`config.mk`:
```
export PLATFORM = sky130hd
export DESIGN_NAME = control_sequencer_flat
export DESIGN_NICKNAME = d
export VERILOG_FILES = /design/src/rtl/control_sequencer_pkg.sv /design/src/rtl/control_sequencer_if.sv /design/src/rtl/control_sequencer.sv /design/src/flat_wrapper.sv
export SDC_FILE = /design/constraint.sdc
export NUM_CORES = 1
export LEC_CHECK = 0
export CAP_MARGIN = 20
export CORE_MARGIN = 8
export CORE_UTILIZATION = 32
export CTS_CLUSTER_SIZE = 8
export DETAILED_ROUTE_END_ITERATION = 12
export PLACE_DENSITY = 0.83
export SYNTH_ARGS = -nofsm -noshare
export SYNTH_HDL_FRONTEND = slang
export SYNTH_SLANG_ARGS = --single-unit
```
`constraint.sdc`:
```
create_clock -name Clock -period 2.3 [get_ports Clock]
set_clock_uncertainty 0.05 [all_clocks]
set_input_delay 0.46 -clock Clock [delete_from_list [all_inputs] [get_ports Clock]]
set_output_delay 0.46 -clock Clock [all_outputs]
set_load 0.03 [all_outputs]
```
`src/rtl/control_sequencer_pkg.sv`:
```
// Shared encodings for the hardwired control sequencer: step states, opcodes,
// ALU operation codes and the opcode-class decode used by next-state and output logic.
package cpu_ctrl_pkg;

    localparam int OP_W = 5;

    typedef enum logic [3:0] {
        RST_ST = 4'd0,
        T0     = 4'd1,
        T1     = 4'd2,
        T2     = 4'd3,
        T3     = 4'd4,
        T4     = 4'd5,
        T5     = 4'd6,
        T6     = 4'd7,
        T7     = 4'd8,
        HALTED = 4'd9
    } state_t;

    localparam logic [OP_W-1:0] OPC_LD   = 5'b00000;
    localparam logic [OP_W-1:0] OPC_LDI  = 5'b00001;
    localparam logic [OP_W-1:0] OPC_ST   = 5'b00010;
    localparam logic [OP_W-1:0] OPC_ADD  = 5'b00011;
    localparam logic [OP_W-1:0] OPC_SUB  = 5'b00100;
    localparam logic [OP_W-1:0] OPC_AND  = 5'b00101;
    localparam logic [OP_W-1:0] OPC_OR   = 5'b00110;
    localparam logic [OP_W-1:0] OPC_ADDI = 5'b01100;
    localparam logic [OP_W-1:0] OPC_ANDI = 5'b01101;
    localparam logic [OP_W-1:0] OPC_ORI  = 5'b01110;
    localparam logic [OP_W-1:0] OPC_MUL  = 5'b01111;
    localparam logic [OP_W-1:0] OPC_DIV  = 5'b10000;
    localparam logic [OP_W-1:0] OPC_NOP  = 5'b11010;
    localparam logic [OP_W-1:0] OPC_HALT = 5'b11011;

    localparam logic [OP_W-1:0] OP_NONE = 5'b00000;
    localparam logic [OP_W-1:0] OP_ADD  = 5'b00011;
    localparam logic [OP_W-1:0] OP_AND  = 5'b00101;
    localparam logic [OP_W-1:0] OP_OR   = 5'b00110;

    typedef enum logic [2:0] {
        CLS_NOP,
        CLS_MEM,
        CLS_RTYPE,
        CLS_IMM,
        CLS_MULDIV,
        CLS_HALT
    } op_class_t;

    // Anything not listed behaves as a nop, so it falls into CLS_NOP.
    function automatic op_class_t op_class(input logic [OP_W-1:0] opc);
        case (opc)
            OPC_LD, OPC_LDI, OPC_ST:             return CLS_MEM;
            OPC_ADD, OPC_SUB, OPC_AND, OPC_OR:   return CLS_RTYPE;
            OPC_ADDI, OPC_ANDI, OPC_ORI:         return CLS_IMM;
            OPC_MUL, OPC_DIV:                    return CLS_MULDIV;
            OPC_HALT:                            return CLS_HALT;
            default:                             return CLS_NOP;
        endcase
    endfunction

    function automatic logic [OP_W-1:0] imm_alu_op(input logic [OP_W-1:0] opc);
        case (opc)
            OPC_ANDI: return OP_AND;
            OPC_ORI:  return OP_OR;
            default:  return OP_ADD;
        endcase
    endfunction

endpackage

```
`src/rtl/control_sequencer_if.sv`:
```
// Control bundle between the sequencer (master) and the datapath (slave): IR in,
// every strobe plus the ALU op and Run out, and the step state for observation.
interface control_sequencer_if;
    import cpu_ctrl_pkg::*;

    logic [31:0]     IR_data;
    logic            PCout, Zlowout, ZHighout, MDRout, Cout, BAout, Rout;
    logic            PCin, MARin, MDRin, IRin, Yin, Zin, HIin, LOin, Rin;
    logic            IncPC, Read, Write;
    logic            GRA, GRB, GRC;
    logic [OP_W-1:0] operation;
    logic            Run;
    state_t          seq_state;

    modport master (
        input  IR_data,
        output PCout, Zlowout, ZHighout, MDRout, Cout, BAout, Rout,
        output PCin, MARin, MDRin, IRin, Yin, Zin, HIin, LOin, Rin,
        output IncPC, Read, Write, GRA, GRB, GRC, operation, Run, seq_state
    );

    modport slave (
        output IR_data,
        input  PCout, Zlowout, ZHighout, MDRout, Cout, BAout, Rout,
        input  PCin, MARin, MDRin, IRin, Yin, Zin, HIin, LOin, Rin,
        input  IncPC, Read, Write, GRA, GRB, GRC, operation, Run, seq_state
    );

endinterface

```
`src/rtl/control_sequencer.sv`:
```
// Hardwired Moore control unit: fetch in T0-T2, then per-opcode micro-steps T3-T7,
// looping to T0 after each instruction until a halt parks it in HALTED.
module control_sequencer
    import cpu_ctrl_pkg::*;
(
    input  logic                 Clock,
    input  logic                 Reset,
    control_sequencer_if.master  bus
);

    state_t          state_q, state_d;
    logic [OP_W-1:0] opcode;
    op_class_t       cls;

    // IR only loads in T2, so the live opcode is stable through T3-T7.
    assign opcode = bus.IR_data[31:27];
    assign cls    = op_class(opcode);

    always_ff @(posedge Clock) begin
        if (Reset) state_q <= RST_ST;
        else       state_q <= state_d;
    end

    always_comb begin
        state_d = state_q;
        case (state_q)
            RST_ST: state_d = T0;
            T0:     state_d = T1;
            T1:     state_d = T2;
            T2:     state_d = T3;
            T3: begin
                if (cls == CLS_HALT)     state_d = HALTED;
                else if (cls == CLS_NOP) state_d = T0;
                else                     state_d = T4;
            end
            T4:     state_d = T5;
            T5: begin
                if (cls == CLS_MULDIV || (cls == CLS_MEM && opcode != OPC_LDI)) state_d = T6;
                else                                                            state_d = T0;
            end
            T6:     state_d = (cls == CLS_MULDIV) ? T0 : T7;
            T7:     state_d = T0;
            HALTED: state_d = HALTED;
            default: state_d = RST_ST;
        endcase
    end

    always_comb begin
        bus.PCout = 1'b0; bus.Zlowout = 1'b0; bus.ZHighout = 1'b0; bus.MDRout = 1'b0;
        bus.Cout  = 1'b0; bus.BAout   = 1'b0; bus.Rout     = 1'b0;
        bus.PCin  = 1'b0; bus.MARin   = 1'b0; bus.MDRin    = 1'b0; bus.IRin = 1'b0;
        bus.Yin   = 1'b0; bus.Zin     = 1'b0; bus.HIin     = 1'b0; bus.LOin = 1'b0;
        bus.Rin   = 1'b0; bus.IncPC   = 1'b0; bus.Read     = 1'b0; bus.Write = 1'b0;
        bus.GRA   = 1'b0; bus.GRB     = 1'b0; bus.GRC      = 1'b0;
        bus.operation = OP_NONE;
        bus.Run   = (state_q != RST_ST) && (state_q != HALTED);
        case (state_q)
            T0: begin bus.PCout = 1'b1; bus.MARin = 1'b1; bus.IncPC = 1'b1; bus.PCin = 1'b1; end
            T1: begin bus.Read = 1'b1; bus.MDRin = 1'b1; end
            T2: begin bus.MDRout = 1'b1; bus.IRin = 1'b1; end
            T3: begin
                case (cls)
                    CLS_MEM:          begin bus.GRB = 1'b1; bus.BAout = 1'b1; bus.Yin = 1'b1; end
                    CLS_RTYPE, CLS_IMM: begin bus.GRB = 1'b1; bus.Rout = 1'b1; bus.Yin = 1'b1; end
                    CLS_MULDIV:       begin bus.GRA = 1'b1; bus.Rout = 1'b1; bus.Yin = 1'b1; end
                    default: ;
                endcase
            end
            T4: begin
                case (cls)
                    CLS_MEM: begin bus.Cout = 1'b1; bus.Zin = 1'b1; bus.operation = OP_ADD; end
                    CLS_IMM: begin bus.Cout = 1'b1; bus.Zin = 1'b1; bus.operation = imm_alu_op(opcode); end
                    CLS_RTYPE: begin
                        bus.GRC = 1'b1; bus.Rout = 1'b1; bus.Zin = 1'b1; bus.operation = opcode;
                    end
                    CLS_MULDIV: begin
                        bus.GRB = 1'b1; bus.Rout = 1'b1; bus.Zin = 1'b1; bus.operation = opcode;
                    end
                    default: ;
                endcase
            end
            T5: begin
                if (cls == CLS_MULDIV) begin
                    bus.Zlowout = 1'b1; bus.LOin = 1'b1;
                end else if (cls == CLS_MEM && opcode != OPC_LDI) begin
                    bus.Zlowout = 1'b1; bus.MARin = 1'b1;
                end else if (cls != CLS_NOP && cls != CLS_HALT) begin
                    bus.Zlowout = 1'b1; bus.GRA = 1'b1; bus.Rin = 1'b1;
                end
            end
            T6: begin
                if (cls == CLS_MULDIV) begin
                    bus.ZHighout = 1'b1; bus.HIin = 1'b1;
                end else if (opcode == OPC_ST) begin
                    bus.GRA = 1'b1; bus.Rout = 1'b1; bus.MDRin = 1'b1;
                end else if (opcode == OPC_LD) begin
                    bus.Read = 1'b1; bus.MDRin = 1'b1;
                end
            end
            T7: begin
                if (opcode == OPC_ST)      bus.Write = 1'b1;
                else if (opcode == OPC_LD) begin bus.MDRout = 1'b1; bus.GRA = 1'b1; bus.Rin = 1'b1; end
            end
            default: ;
        endcase
    end

    assign bus.seq_state = state_q;

endmodule
```
`src/flat_wrapper.sv`:
```
// flat-port wrapper written by rule: the top's interface ports become plain ports
module control_sequencer_flat import cpu_ctrl_pkg::*;
  (Clock, Reset, bus_IR_data, bus_PCout, bus_Zlowout, bus_ZHighout, bus_MDRout, bus_Cout, bus_BAout, bus_Rout, bus_PCin, bus_MARin, bus_MDRin, bus_IRin, bus_Yin, bus_Zin, bus_HIin, bus_LOin, bus_Rin, bus_IncPC, bus_Read, bus_Write, bus_GRA, bus_GRB, bus_GRC, bus_operation, bus_Run, bus_seq_state);
  control_sequencer_if bus_i ();
  input  logic Clock;
  input  logic Reset;
  input wire logic [$bits(bus_i.IR_data)-1:0] bus_IR_data;
  output wire logic [$bits(bus_i.PCout)-1:0] bus_PCout;
  output wire logic [$bits(bus_i.Zlowout)-1:0] bus_Zlowout;
  output wire logic [$bits(bus_i.ZHighout)-1:0] bus_ZHighout;
  output wire logic [$bits(bus_i.MDRout)-1:0] bus_MDRout;
  output wire logic [$bits(bus_i.Cout)-1:0] bus_Cout;
  output wire logic [$bits(bus_i.BAout)-1:0] bus_BAout;
  output wire logic [$bits(bus_i.Rout)-1:0] bus_Rout;
  output wire logic [$bits(bus_i.PCin)-1:0] bus_PCin;
  output wire logic [$bits(bus_i.MARin)-1:0] bus_MARin;
  output wire logic [$bits(bus_i.MDRin)-1:0] bus_MDRin;
  output wire logic [$bits(bus_i.IRin)-1:0] bus_IRin;
  output wire logic [$bits(bus_i.Yin)-1:0] bus_Yin;
  output wire logic [$bits(bus_i.Zin)-1:0] bus_Zin;
  output wire logic [$bits(bus_i.HIin)-1:0] bus_HIin;
  output wire logic [$bits(bus_i.LOin)-1:0] bus_LOin;
  output wire logic [$bits(bus_i.Rin)-1:0] bus_Rin;
  output wire logic [$bits(bus_i.IncPC)-1:0] bus_IncPC;
  output wire logic [$bits(bus_i.Read)-1:0] bus_Read;
  output wire logic [$bits(bus_i.Write)-1:0] bus_Write;
  output wire logic [$bits(bus_i.GRA)-1:0] bus_GRA;
  output wire logic [$bits(bus_i.GRB)-1:0] bus_GRB;
  output wire logic [$bits(bus_i.GRC)-1:0] bus_GRC;
  output wire logic [$bits(bus_i.operation)-1:0] bus_operation;
  output wire logic [$bits(bus_i.Run)-1:0] bus_Run;
  output wire logic [$bits(bus_i.seq_state)-1:0] bus_seq_state;
  assign bus_i.IR_data = bus_IR_data;
  assign bus_PCout = bus_i.PCout;
  assign bus_Zlowout = bus_i.Zlowout;
  assign bus_ZHighout = bus_i.ZHighout;
  assign bus_MDRout = bus_i.MDRout;
  assign bus_Cout = bus_i.Cout;
  assign bus_BAout = bus_i.BAout;
  assign bus_Rout = bus_i.Rout;
  assign bus_PCin = bus_i.PCin;
  assign bus_MARin = bus_i.MARin;
  assign bus_MDRin = bus_i.MDRin;
  assign bus_IRin = bus_i.IRin;
  assign bus_Yin = bus_i.Yin;
  assign bus_Zin = bus_i.Zin;
  assign bus_HIin = bus_i.HIin;
  assign bus_LOin = bus_i.LOin;
  assign bus_Rin = bus_i.Rin;
  assign bus_IncPC = bus_i.IncPC;
  assign bus_Read = bus_i.Read;
  assign bus_Write = bus_i.Write;
  assign bus_GRA = bus_i.GRA;
  assign bus_GRB = bus_i.GRB;
  assign bus_GRC = bus_i.GRC;
  assign bus_operation = bus_i.operation;
  assign bus_Run = bus_i.Run;
  assign bus_seq_state = bus_i.seq_state;
  control_sequencer u_core (.Clock(Clock), .Reset(Reset), .bus(bus_i));
endmodule
```
### Word level (Yosys, flattened, before mapping)

Memories as Yosys holds them, arrays and structs flattened.
Cells that the tools add are included.
W data, S select, Z words.

| operators by class | value |
|---|---|
| reductions and logical operators | 15 |
| mux-type cells | 49 |
| equality and inequality tests | 20 |

Operators with widths:

| kind | number |
|---|---|
| $pmux W4 S9 | 1 |
| $mux W1 | 33 |
| $eq A4 B3 Y1 const B | 4 |
| $pmux W5 S3 | 1 |
| $pmux W1 S2 | 6 |
| $eq A5 B4 Y1 const B | 2 |
| $eq A4 B2 Y1 const B | 2 |
| $eq A4 B4 Y1 const B | 2 |
| $mux W4 | 2 |
| $eq A3 B2 Y1 const B | 2 |
| $eq A3 B3 Y1 const B | 2 |
| $mux W3 | 2 |
| $pmux W3 S2 | 1 |
| $reduce_or A2 Y1 | 3 |
| $reduce_or A3 Y1 | 2 |
| $eq A5 B2 Y1 const B | 1 |
| $logic_not A5 Y1 | 1 |
| $mux W5 | 1 |
| $ne A5 B1 Y1 const B | 1 |
| $eq A4 B1 Y1 const B | 1 |
| $logic_not A4 Y1 | 1 |
| $ne A4 B4 Y1 const B | 1 |
| $pmux W1 S4 | 1 |
| $reduce_bool A4 Y1 | 1 |
| 8 further kinds | 10 |

| word-level totals | value |
|---|---|
| memories kept | 1 |
| memory bits (read-only) | 96 |
| output and inout bits | 32 |
| flip-flop bits (word level) | 4 |
| logic and storage cells | 86 |

Memories:

| name | depth | bits a word | read ports | clocked after memory_dff | write ports | RTL line | source |
|---|---|---|---|---|---|---|---|
| (no name shown) | 32 | 3 | 1 | 0 | 0 | control_sequencer_pkg.sv:51 | `case (opc)` |

### Logic depth before layout (Yosys ltp)

An unclocked memory read counts as a cell.

| logic depth | value |
|---|---|
| word-level depth | 7 |
| mapped depth | 6 |

### Worst setup path after synthesis

Ideal clock, no wire load.

| path | value |
|---|---|
| path kind | reg-to-output |
| start | register u_core.state_q[0], in the netlist u_core.bus.seq_state[0] |
| end | output bus_MARin |
| buffers on the path | 1 |
| arrival time | 2068 ps |
| data required time | 1790 ps |
| cell stages (with the launch flop) | 5 |
| path slack | -278 ps |
| cells stage by stage | dfxtp_1 clkbuf_1 nand2_1 nor3_1 a31o_2 |

| on the way | value |
|---|---|
| cells in the longest elaborated chain, start to end | 2 |
| elaborated cells on any way between the ends | 3 |
| those cells by class | eq/ne: 2; mux: 1 |

Ends and longest elaborated chain:

| what | RTL line | source |
|---|---|---|
| start, declared | control_sequencer.sv:11 | `state_t state_q, state_d;` |
| start signal, assigned | control_sequencer.sv:21 | `else state_q <= state_d;` |
| $eq A4 B3 Y1 or $eq A4 B1 Y1 (tied branches) | control_sequencer.sv:57 | `case (state_q)` |
| $pmux W1 S2 * | control_sequencer.sv:57 |  |
| end, declared | flat_wrapper.sv:16 | `output wire logic [$bits(bus_i.MARin)-1:0] bus_MARin;` |

Mark *: on every way between the ends. The rest lies on a longest branch, timed or not.

### Worst setup path in the final report

| path | value |
|---|---|
| start | input bus_IR_data[29] |
| end | output bus_Rout |

| on the way | value |
|---|---|
| cells in the longest elaborated chain, start to end | 5 |
| elaborated cells on any way between the ends | 12 |
| those cells by class | eq/ne: 4; mux: 5; reduce/logical: 2; memory: 1 |

Ends and longest elaborated chain:

| what | RTL line | source |
|---|---|---|
| start, declared | flat_wrapper.sv:7 | `input wire logic [$bits(bus_i.IR_data)-1:0] bus_IR_data;` |
| $mem_v2 Z32 W3 | - |  |
| $eq A3 B2 Y1, or another cell as far along | control_sequencer.sv:62, control_sequencer.sv:70 |  |
| $reduce_or A3 Y1 (no source line) or $reduce_or A2 Y1 (tied branches) | - |  |
| $mux W1, on equally long branches | control_sequencer.sv:62, control_sequencer.sv:70 |  |
| $pmux W1 S3 * | control_sequencer.sv:57 |  |
| end, declared | flat_wrapper.sv:14 | `output wire logic [$bits(bus_i.Rout)-1:0] bus_Rout;` |

Marked as above.

==> reports/qor.yml <==
grt:
  overflow: 0
  antenna_found_initial: 0
  grt_max_degree: 10
  grt_first_pass_wirelength_mm: 5.030
  grt_usage_pct: 14.14
  grt_pass1_vias: 1175
detailed_routing:
  ant_nets: 0
  dr.pass1.iters: 4
  via_per_inst: 5.292
  vias: 1122
  wirelength_mm: 3.102
  wl_per_cell_microns: 14.63
  drtIter0Drc: 44
  drc: 0
sta:
  worstMarginPinSlew_ns: 0.3184
  setup_viol_count_final: 0
  slew_headroom_pct: 78.70
  fin_crit_sh_pct: 98.33
  rsz0062_at_grt: "yes"
  finalHoldViolCount: 0
  drv_slew: 0
  setup_ws_ns: 0.03852
  fmax_mhz: 442.2
  post-route-min-period_ns: 2.261
  hold_ws_ns: 0.5735
placement:
  place_congestion: 0.8848
  hpwl_mm: 2.421
  port_buffers: 38
  preCtsSetupSlack_ns: -0.3957
outcome:
  status: "finished clean"
clock_network:
  hold_buffers: 0
  cts_sinks: 4
  clock_path_buffers: 2
  worstSkewPairLatency_ns: 0.25
  cts-root-buf: "clkbuf_4"
  clkSlewWorstSetupHoldPaths_ns: 0.04
  cts_max_level: 1
  cts_tree: "yes"
  numCtsBuffers: 3
floorplanning:
  rows: 18
  io_pins: 66
  start_util_pct: 32.65
  die_height_microns: 65.36
  die_x_microns: 65.36
  coreArea_sq_um: 2387
  die_area_sq_um: 4271
yosys:
  synth-seq-cells: 4
  syn_area_sq_um: 779.5
  synth_flop_cell: "dfxtp_1"
  synth_cell_types: 46
  ys_warn_count: 0
  syn-num-nets: 149
  seq_area_frac_synth_pct: 10.27
  synth-async-reset-ratio_pct: 0
  synthCells: 115
  avgSynthCellArea_sq_um: 6.778
  yosysTopAreaCell: "dfxtp_1"
  synth_area_leaders: "dfxtp_1, nor2_1, nand2_1"
  ys_top_cells_by_count: "nor2_1, nand2_1, nor3_1, o21ai_0"
  synth_top_area_share_pct: 10.27
  yosysMostFrequentCell: "nor2_1"
  synth-edff-count: 0
worst_setup_path:
  crit_arrival_ns: 1.75
  critPathKind: "in2out"
  reg2reg_depth: 5
  cp-start-kind: "input port"
  critPathMaxFanout: 8
  cp_data_required_time_ns: 1.79
  worstSetupEndpointType: "output pin"
layout:
  area_delta_synth_final_pct: 88.76
  drive_gt1_share_pct: 52.75
  fillers: 226
  largest_reg_flops: 4
  n_antenna_cell: 0
  nets: 218
worst_hold_path:
  hold_path_class: "reg2reg"
  hold_depth: 2
power_and_ir_drop:
  power_density_nw_per_um2: 272.3
  cellLeakagePower_nw: 0.6794
  ir_worst_vdd_v: 0.0005046
  power_uw: 400.7
job:
  maxCapViolCount: 0
==> final cells by class <==
| type | instances | area, sq um | area share (%) |
|---|---|---|---|
| clock buffer | 3 | 22.52 | 1.531 |
| multi-input combinational | 95 | 663.1 | 45.07 |
| inverter | 2 | 7.507 | 0.5102 |
| sequential | 4 | 83.83 | 5.697 |
| tap | 30 | 37.54 | 2.551 |
| timing repair buffer | 78 | 656.9 | 44.64 |
==> kinds of logic (layout without fill, tap and decap cells) <==
logic type	Yosys count	after routing	synth area share [%]
muxes	1	1	1.445
and+or+nand+nor	65	65	46.55
DFF	4	4	10.27
xor gates and xnor gates	2	2	2.248
AOI/OAI and AO/OA	26	26	26.01
adders and majority gates	1	1	1.284
buffers and inverters	16	83	12.20
==> power breakdown <==
part	internal (mW)	leakage (nW)	switching (mW)	total (mW)
logic	0.108	0.632	0.120	0.228
registers	0.0738	0.0340	0.00768	0.0815
clock network	0.0586	0.0138	0.0327	0.0913
total	0.240	0.679	0.160	0.401
==> worst max-delay path, stage by stage <==
cell	delay (ns)
buf_6	0.10
buf_6	0.12
buf_12	0.12
buf_4	0.16
a32oi_4	0.22
o22ai_2	0.11
a211o_1	0.29
buf_4	0.17
==> routing by layer <==
metal / part of all wire (%) / track usage, % / routed length (microns) / vias up
li1: - / - / - / 542
met1: 38 / 14.17 / 1193 / 522
met2: 52 / 24.60 / 1601 / 47
met3: 6.9 / 4.082 / 214 / 11
met4: 3.0 / 10.08 / 93 / 0
met5: 0 / 0 / 0 / -
==> cell usage in the layout (no fill, tap or decap), types with 2 or more instances in the layout <==
master	synthesis	layout
buf_4	4	53
nor2_1	19	16
nand2_1	10	10
buf_6	2	10
clkdlybuf4s50_1	0	7
nor3_2	1	6
o21ai_0	5	5
nand3_1	4	4
a21oi_1	4	4
nor2b_1	4	3
nand2b_1	3	3
nand4b_1	3	3
clkbuf_4	0	3
dlygate4sd2_1	0	3
dfxtp_2	0	3
inv_1	2	2
and2_1	2	2
or2_2	2	2
a31o_2	2	2
nor2_2	0	2
a211o_1	2	2
o22a_1	2	2
buf_2	4	2
==> per-stage QoR <==
step                cell area, sq um  setup TNS, ns  utilization [%]  instances
finish                          1471              0            61.64        212
global route                    1471        -0.1141            61.64        212
CTS                             1404              0            58.80        207
detailed placement              1333         -4.298            55.82        202
global placement                1333         -4.060            55.82        202
floorplan                      812.0              0                -        115
==> repair_timing <==
| action | in CTS | in global routing |
|---|---|---|
| endpoints found under the setup margin | 23 | 19 |
| gates resized for setup | 31 | 16 |
| buffers inserted | 2 | 5 |
| pin swaps | 7 | 4 |
==> worst paths after layout <==
| path | start | endpoint | slack, ns |
|---|---|---|---|
| hold / removal | u_core.bus.seq_state[0] | u_core.bus.seq_state[1] | 0.57 |
| setup reg to reg | u_core.bus.seq_state[3] | u_core.bus.seq_state[3] | 0.91 |
| hold reg to reg | u_core.bus.seq_state[0] | u_core.bus.seq_state[1] | 0.57 |
| setup / recovery | bus_IR_data[29] | bus_Rout | 0.04 |
(Power assumes the default switching activity.)
